==> src/rtl/lsu_dcache_arbiter.sv <==
// lsu_dcache_arbiter
// Merges load-pipe requests and committed store-buffer requests onto a single
// dcache request channel that uses the addr_ok/data_ok handshake. Each accepted
// request is recorded in an in-order FIFO. This lets every data_ok be routed
// back to the requester that issued it. When a flush occurs, loads that are
// still in flight are marked killed, so their responses are dropped silently.
//
// Ports:
//   clk, reset             clock; synchronous active-high reset
//   flush                  squashes in-flight loads and blocks new load grants
//   ld_*                   load request (req/addr/size) and response (addr_ok/data_ok/rdata)
//   st_*                   store commit request and response; st_buffer_full forces priority
//   dc_*                   dcache request channel and response inputs
//   protocol_err           sticky; set when data_ok arrives with nothing outstanding
module lsu_dcache_arbiter #(
  parameter int unsigned OUTSTANDING  = 4,
  parameter int unsigned STARVE_LIMIT = 8
) (
  input  logic        clk,
  input  logic        reset,
  input  logic        flush,
  input  logic        ld_req,
  input  logic [31:0] ld_addr,
  input  logic [2:0]  ld_size,
  output logic        ld_addr_ok,
  output logic        ld_data_ok,
  output logic [31:0] ld_rdata,
  input  logic        st_req,
  input  logic [3:0]  st_wstrb,
  input  logic [2:0]  st_size,
  input  logic [31:0] st_addr,
  input  logic [31:0] st_wdata,
  input  logic        st_buffer_full,
  output logic        st_addr_ok,
  output logic        st_data_ok,
  output logic        dc_req,
  output logic        dc_wr,
  output logic [2:0]  dc_size,
  output logic [3:0]  dc_wstrb,
  output logic [31:0] dc_addr,
  output logic [31:0] dc_wdata,
  input  logic        dc_addr_ok,
  input  logic        dc_data_ok,
  input  logic [31:0] dc_rdata,
  output logic        protocol_err
);

  localparam int unsigned PtrW = $clog2(OUTSTANDING);
  localparam int unsigned CntW = $clog2(OUTSTANDING + 1);
  localparam int unsigned StvW = $clog2(STARVE_LIMIT + 1);
  localparam logic [CntW-1:0] CntMax = CntW'(OUTSTANDING);
  localparam logic [StvW-1:0] StvMax = StvW'(STARVE_LIMIT);

  logic [OUTSTANDING-1:0] is_store_q, is_store_d;
  logic [OUTSTANDING-1:0] killed_q, killed_d;
  logic [PtrW-1:0]        wr_ptr_q, wr_ptr_d;
  logic [PtrW-1:0]        rd_ptr_q, rd_ptr_d;
  logic [CntW-1:0]        count_q, count_d;
  logic [StvW-1:0]        starve_q, starve_d;
  logic                   protocol_err_q, protocol_err_d;

  logic ld_eff, st_grant, ld_grant, accept, pop, head_store, head_killed, fifo_empty;

  // Grant and request mux
  always_comb begin
    ld_eff   = ld_req & ~flush;
    st_grant = st_req & (~ld_eff | (starve_q == StvMax) | st_buffer_full);
    ld_grant = ld_eff & ~st_grant;
    dc_req   = (ld_eff | st_req) & (count_q != CntMax);
    dc_wr    = st_grant;
    dc_size  = '0;
    dc_addr  = '0;
    dc_wstrb = '0;
    dc_wdata = '0;
    if (st_grant) begin
      dc_size  = st_size;
      dc_addr  = st_addr;
      dc_wstrb = st_wstrb;
      dc_wdata = st_wdata;
    end else if (ld_grant) begin
      dc_size = ld_size;
      dc_addr = ld_addr;
    end
    accept     = dc_req & dc_addr_ok;
    ld_addr_ok = accept & ld_grant;
    st_addr_ok = accept & st_grant;
  end

  // Response routing from the head entry; the kill bit used here is the
  // pre-flush value, so a load answered in the flush cycle is still delivered.
  always_comb begin
    fifo_empty  = (count_q == '0);
    head_store  = is_store_q[rd_ptr_q];
    head_killed = killed_q[rd_ptr_q];
    pop         = dc_data_ok & ~fifo_empty;
    st_data_ok  = pop & head_store;
    ld_data_ok  = pop & ~head_store & ~head_killed;
    ld_rdata    = ld_data_ok ? dc_rdata : '0;
    protocol_err = protocol_err_q;
  end

  always_comb begin
    is_store_d     = is_store_q;
    killed_d       = killed_q;
    wr_ptr_d       = wr_ptr_q;
    rd_ptr_d       = rd_ptr_q;
    count_d        = count_q;
    starve_d       = '0;
    protocol_err_d = protocol_err_q | (dc_data_ok & fifo_empty);

    if (pop) rd_ptr_d = rd_ptr_q + 1'b1;
    // Killing stale (invalid) load slots is harmless: a push rewrites the bit.
    if (flush) killed_d = killed_q | ~is_store_q;
    if (accept) begin
      is_store_d[wr_ptr_q] = dc_wr;
      killed_d[wr_ptr_q]   = 1'b0;
      wr_ptr_d             = wr_ptr_q + 1'b1;
    end
    if (accept && !pop) begin
      count_d = count_q + 1'b1;
    end else if (pop && !accept) begin
      count_d = count_q - 1'b1;
    end

    if (st_req && !st_addr_ok) begin
      starve_d = (starve_q == StvMax) ? starve_q : starve_q + 1'b1;
    end
  end

  always_ff @(posedge clk) begin
    if (reset) begin
      is_store_q     <= '0;
      killed_q       <= '0;
      wr_ptr_q       <= '0;
      rd_ptr_q       <= '0;
      count_q        <= '0;
      starve_q       <= '0;
      protocol_err_q <= 1'b0;
    end else begin
      is_store_q     <= is_store_d;
      killed_q       <= killed_d;
      wr_ptr_q       <= wr_ptr_d;
      rd_ptr_q       <= rd_ptr_d;
      count_q        <= count_d;
      starve_q       <= starve_d;
      protocol_err_q <= protocol_err_d;
    end
  end

endmodule

==> config.mk <==
export PLATFORM = sky130hd
export DESIGN_NAME = lsu_dcache_arbiter
export DESIGN_NICKNAME = d
export VERILOG_FILES = /design/src/rtl/lsu_dcache_arbiter.sv
export SDC_FILE = /design/constraint.sdc
export NUM_CORES = 1
export LEC_CHECK = 0
export CELL_PAD_IN_SITES_DETAIL_PLACEMENT = 1
export CELL_PAD_IN_SITES_GLOBAL_PLACEMENT = 1
export CORE_MARGIN = 2
export CORE_UTILIZATION = 16
export CTS_CLUSTER_SIZE = 16
export DETAILED_ROUTE_END_ITERATION = 10
export PLACE_DENSITY_LB_ADDON = 0.25
export SKIP_CTS_REPAIR_TIMING = 1
export SYNTH_ARGS = -nofsm -noshare
export SYNTH_HDL_FRONTEND = slang
export SYNTH_SLANG_ARGS = --single-unit
==> constraint.sdc <==
create_clock -name clk -period 3.01 [get_ports clk]
set_input_delay 0.602 -clock clk [delete_from_list [all_inputs] [get_ports clk]]
set_output_delay 0.602 -clock clk [all_outputs]
set_load 0.02 [all_outputs]
==> metrics.md <==
| Metric | Value |
|---|---|
| Post-DR vias/cell | 4.39 |
| Crit path kind | primary input to primary output |
| Post-DRT Antenna Nets | 0 |
| Synth Instances | 235 |
| Initial Util | 0.163 |
| Final core utilization | 0.424 |
| Max H-tree Level | 1 |
| Core Region | 0.0120 mm2 |
| Cell Area, Placed | 0.00475 mm2 |
| Tcrit/Tclk final | 0.982 |
| Largest net degree at the start of global routing | 51 |
| Finished Cell Area | 0.00507 mm2 |
| Yosys warning count | 0 |
| Worst Path Arrival | 2.35 ns |
| Ant diodes | 0 |
| Initial antenna violation count | 0 |
| TritonCTS clock tree | yes |
| Synth Net Count | 389 |
| Tot Pwr | 0.00186 W |
| Final slew viol count | 0 |
| CTS clk-pin slew, worst paths | 0.05 ns |
| CP cell instances | clkdlybuf4s50_1 -> or3b_4 -> o21a_4 -> clkbuf_16 -> a22o_1 -> dlymetal6s2s_1 |
| Vias in the first global route | 2,978 |
| Nets@finish | 648 |
| Largest family of logic cells by synthesized area | simple AND/OR/NAND/NOR gates |
| Final setup fails | 0 |
| Simple-gate share of the synthesized area | 0.330 |
| Clock Tree Buf Depth | 2 |
| Mean area per synthesized cell | 8.31 um2 |
| DPL Wire Length | 10,200 um |
| Final WL | 11,900 um |
| P_leak | 3.32 nW |
| HP Class | register to register |
| Num ports | 256 |
| Fmax | 338 MHz |
| Worst hold slack | 0.469 ns |
| Row Count | 40 |
| CTS sink cnt | 20 |
| Worst stage delay on the critical path | 0.43 ns |
| Worst Path Max Fanout | 25 |
| GRT Util Overall | 0.168 |
| CP Capture Type | primary output |
| Mux cell area share after synthesis | 0.0647 |
| Gr ovfl total | 0 |
| Die ar. | 0.0131 mm2 |
| Final Hold Fails | 0 |
| Post-Layout Cell Count | 639 |
| Status | finished, final reports clean |
| Yosys reg bits | 20 |
| Count of different cell masters after synthesis | 37 |
| Layout area overhead | 160% |
| Synth area leaders | and2_1 (22%), dfxtp_1 (21%), a22o_1 (16%) |
| Slew HR | 0.639 |
| WL per Instance | 18.6 um |
| Synth area leader | and2_1 |
| Part of the Yosys area used for sequential elements | 0.205 |
| Post-synthesis compound-gate area fraction | 0.244 |
| First-pass iteration count of the detailed router | 4 |
| Die Ht | 114 um |
| Die X | 114 um |
| XOR/XNOR Fraction of Synth Area | 0.0269 |
| Required time worst endpoint | 2.41 ns |
| Peak supply drop | 0.146 mV |
| Synth top area share | 0.224 |
| Minimum clock period | 2.95 ns |
| Routability cong. | 0.751 |
| Starting DRT DRC Count | 109 |
| CP max stage cell | clkdlybuf4s50_1 |
| Mapped cell area | 0.00195 mm2 |
| Max-Cap Viols | 0 |
| Layout cells sized above 1 | 0.0793 |
| Root Buffer | clkbuf_16 |
| Startpoint Class | primary input |
| PortBufs | 255 |
| CTS buffer count | 3 |
| Placed cells | 635 |
| Worst-margin pin slew | 0.539 ns |
| Worst Skew | 0.00278 ns |
| Drt drc | 0 |
| Clk Latency, worst-skew pair | 0.25 ns |
| Via count | 2,808 |
| Pwr dens | 368 mW/mm2 |
| Post-Synth Adder-Cell Area | 0.0551 |
| First-pass GRT wire length | 16,700 um |
cells in the final DEF, fill, tap and decap left out, types with 2 or more instances in the layout:
| cell | count |
|---|---|
| nand2_1 | 5 |
| buf_12 | 4 |
| mux4_2 | 2 |
| mux2i_1 | 7 |
| ha_1 | 7 |
| a211oi_1 | 7 |
| clkbuf_16 | 4 |
| xor2_1 | 5 |
| dfxtp_1 | 19 |
| nor2_1 | 7 |
| and2_1 | 70 |
| nor3_1 | 5 |
| nand2b_1 | 9 |
| a22o_1 | 35 |
| buf_4 | 14 |
| clkdlybuf4s50_1 | 147 |
| inv_1 | 11 |
| dlymetal6s2s_1 | 99 |
| a21oi_1 | 7 |
| clkbuf_2 | 6 |
per-layer routing:
metal  wire (um)  global-route usage  vias to the layer above
li1            -                   -                     1328
met1        4000               0.163                     1317
met2        6460               0.331                      156
met3        1330              0.0704                        7
met4         119              0.0325                        0
met5           0                   0                        -
cell families after synthesis:
family,Yosys count
and+or+nand+nor,105
adders and majority gates,8
DFF,20
buffers and inverters,29
muxes,10
AOI/OAI and AO/OA,57
xor gates and xnor gates,6
flip-flops by register name, summed over array words and instances, names as in the netlist:
signal        cells
killed_q          4
wr_ptr_q          2
starve_q          4
is_store_q        4
protocol_err      1
count_q           3
rd_ptr_q          2
synth_stat cells:
master and n:
a211oi_4 1, o22ai_2 1, o31ai_2 1, dfxtp_1 20
ha_1 7, and3b_1 1, nand2b_1 9, nor3b_2 1
xnor2_1 1, or2_1 1, nand3b_1 1, o21bai_1 1
a22o_1 35, o311ai_0 1, nand3_1 1, nand2_1 5
a221oi_1 1, fa_1 1, or3_1 1, a211oi_1 7
mux2_1 1, or3b_4 1, nor3_4 1, nor2b_1 1
nor2_1 7, nor3_1 5, xor2_1 5, clkbuf_1 5
mux2i_1 7, a21oi_1 7, o21a_1 1, buf_2 10
buf_6 3, and2_1 70, mux4_2 2, o21ai_0 1
inv_1 11
critical path: cells and delay by family:
kind                   cells  cell delay [ns]
buffers and inverters      3             0.83
and+or+nand+nor            1             0.43
AOI/OAI and AO/OA          2             0.47
area by class of cell:
cell class / instances / area [um2]
Fill cell: 1370 / 6890
Timing Repair Buffer: 272 / 2960
Inverter: 11 / 41.3
Multi-Input combinational cell: 186 / 1420
Clock buffer: 3 / 75.1
Sequential cell: 20 / 402
Tap cell: 147 / 184
report_power, final:
group	total, W	switching [W]	leakage (nW)	internal [W]
clock	0.000271	0.0000961	0.0370	0.000175
sequential	0.000366	0.0000575	0.164	0.000309
combinational	0.00123	0.000565	3.11	0.000662
final timing paths:
path,start,end,slack [ns],cells after the start
max reg2reg,count_q[0],count_q[2],0.67,8
min,protocol_err,protocol_err,0.47,2
max,st_buffer_full,dc_size[0],0.06,6
min reg2reg,protocol_err,protocol_err,0.47,2
stage by stage:
stage                     worst slack, ns  TNS [ns]
after floorplan                     0.454         0
after global placement             -0.372    -21.05
after detailed placement           -0.370    -21.96
after CTS                          -0.391    -23.66
after global routing             -0.00164  -0.00201
final                              0.0557         0
(Power assumes the default switching activity.)
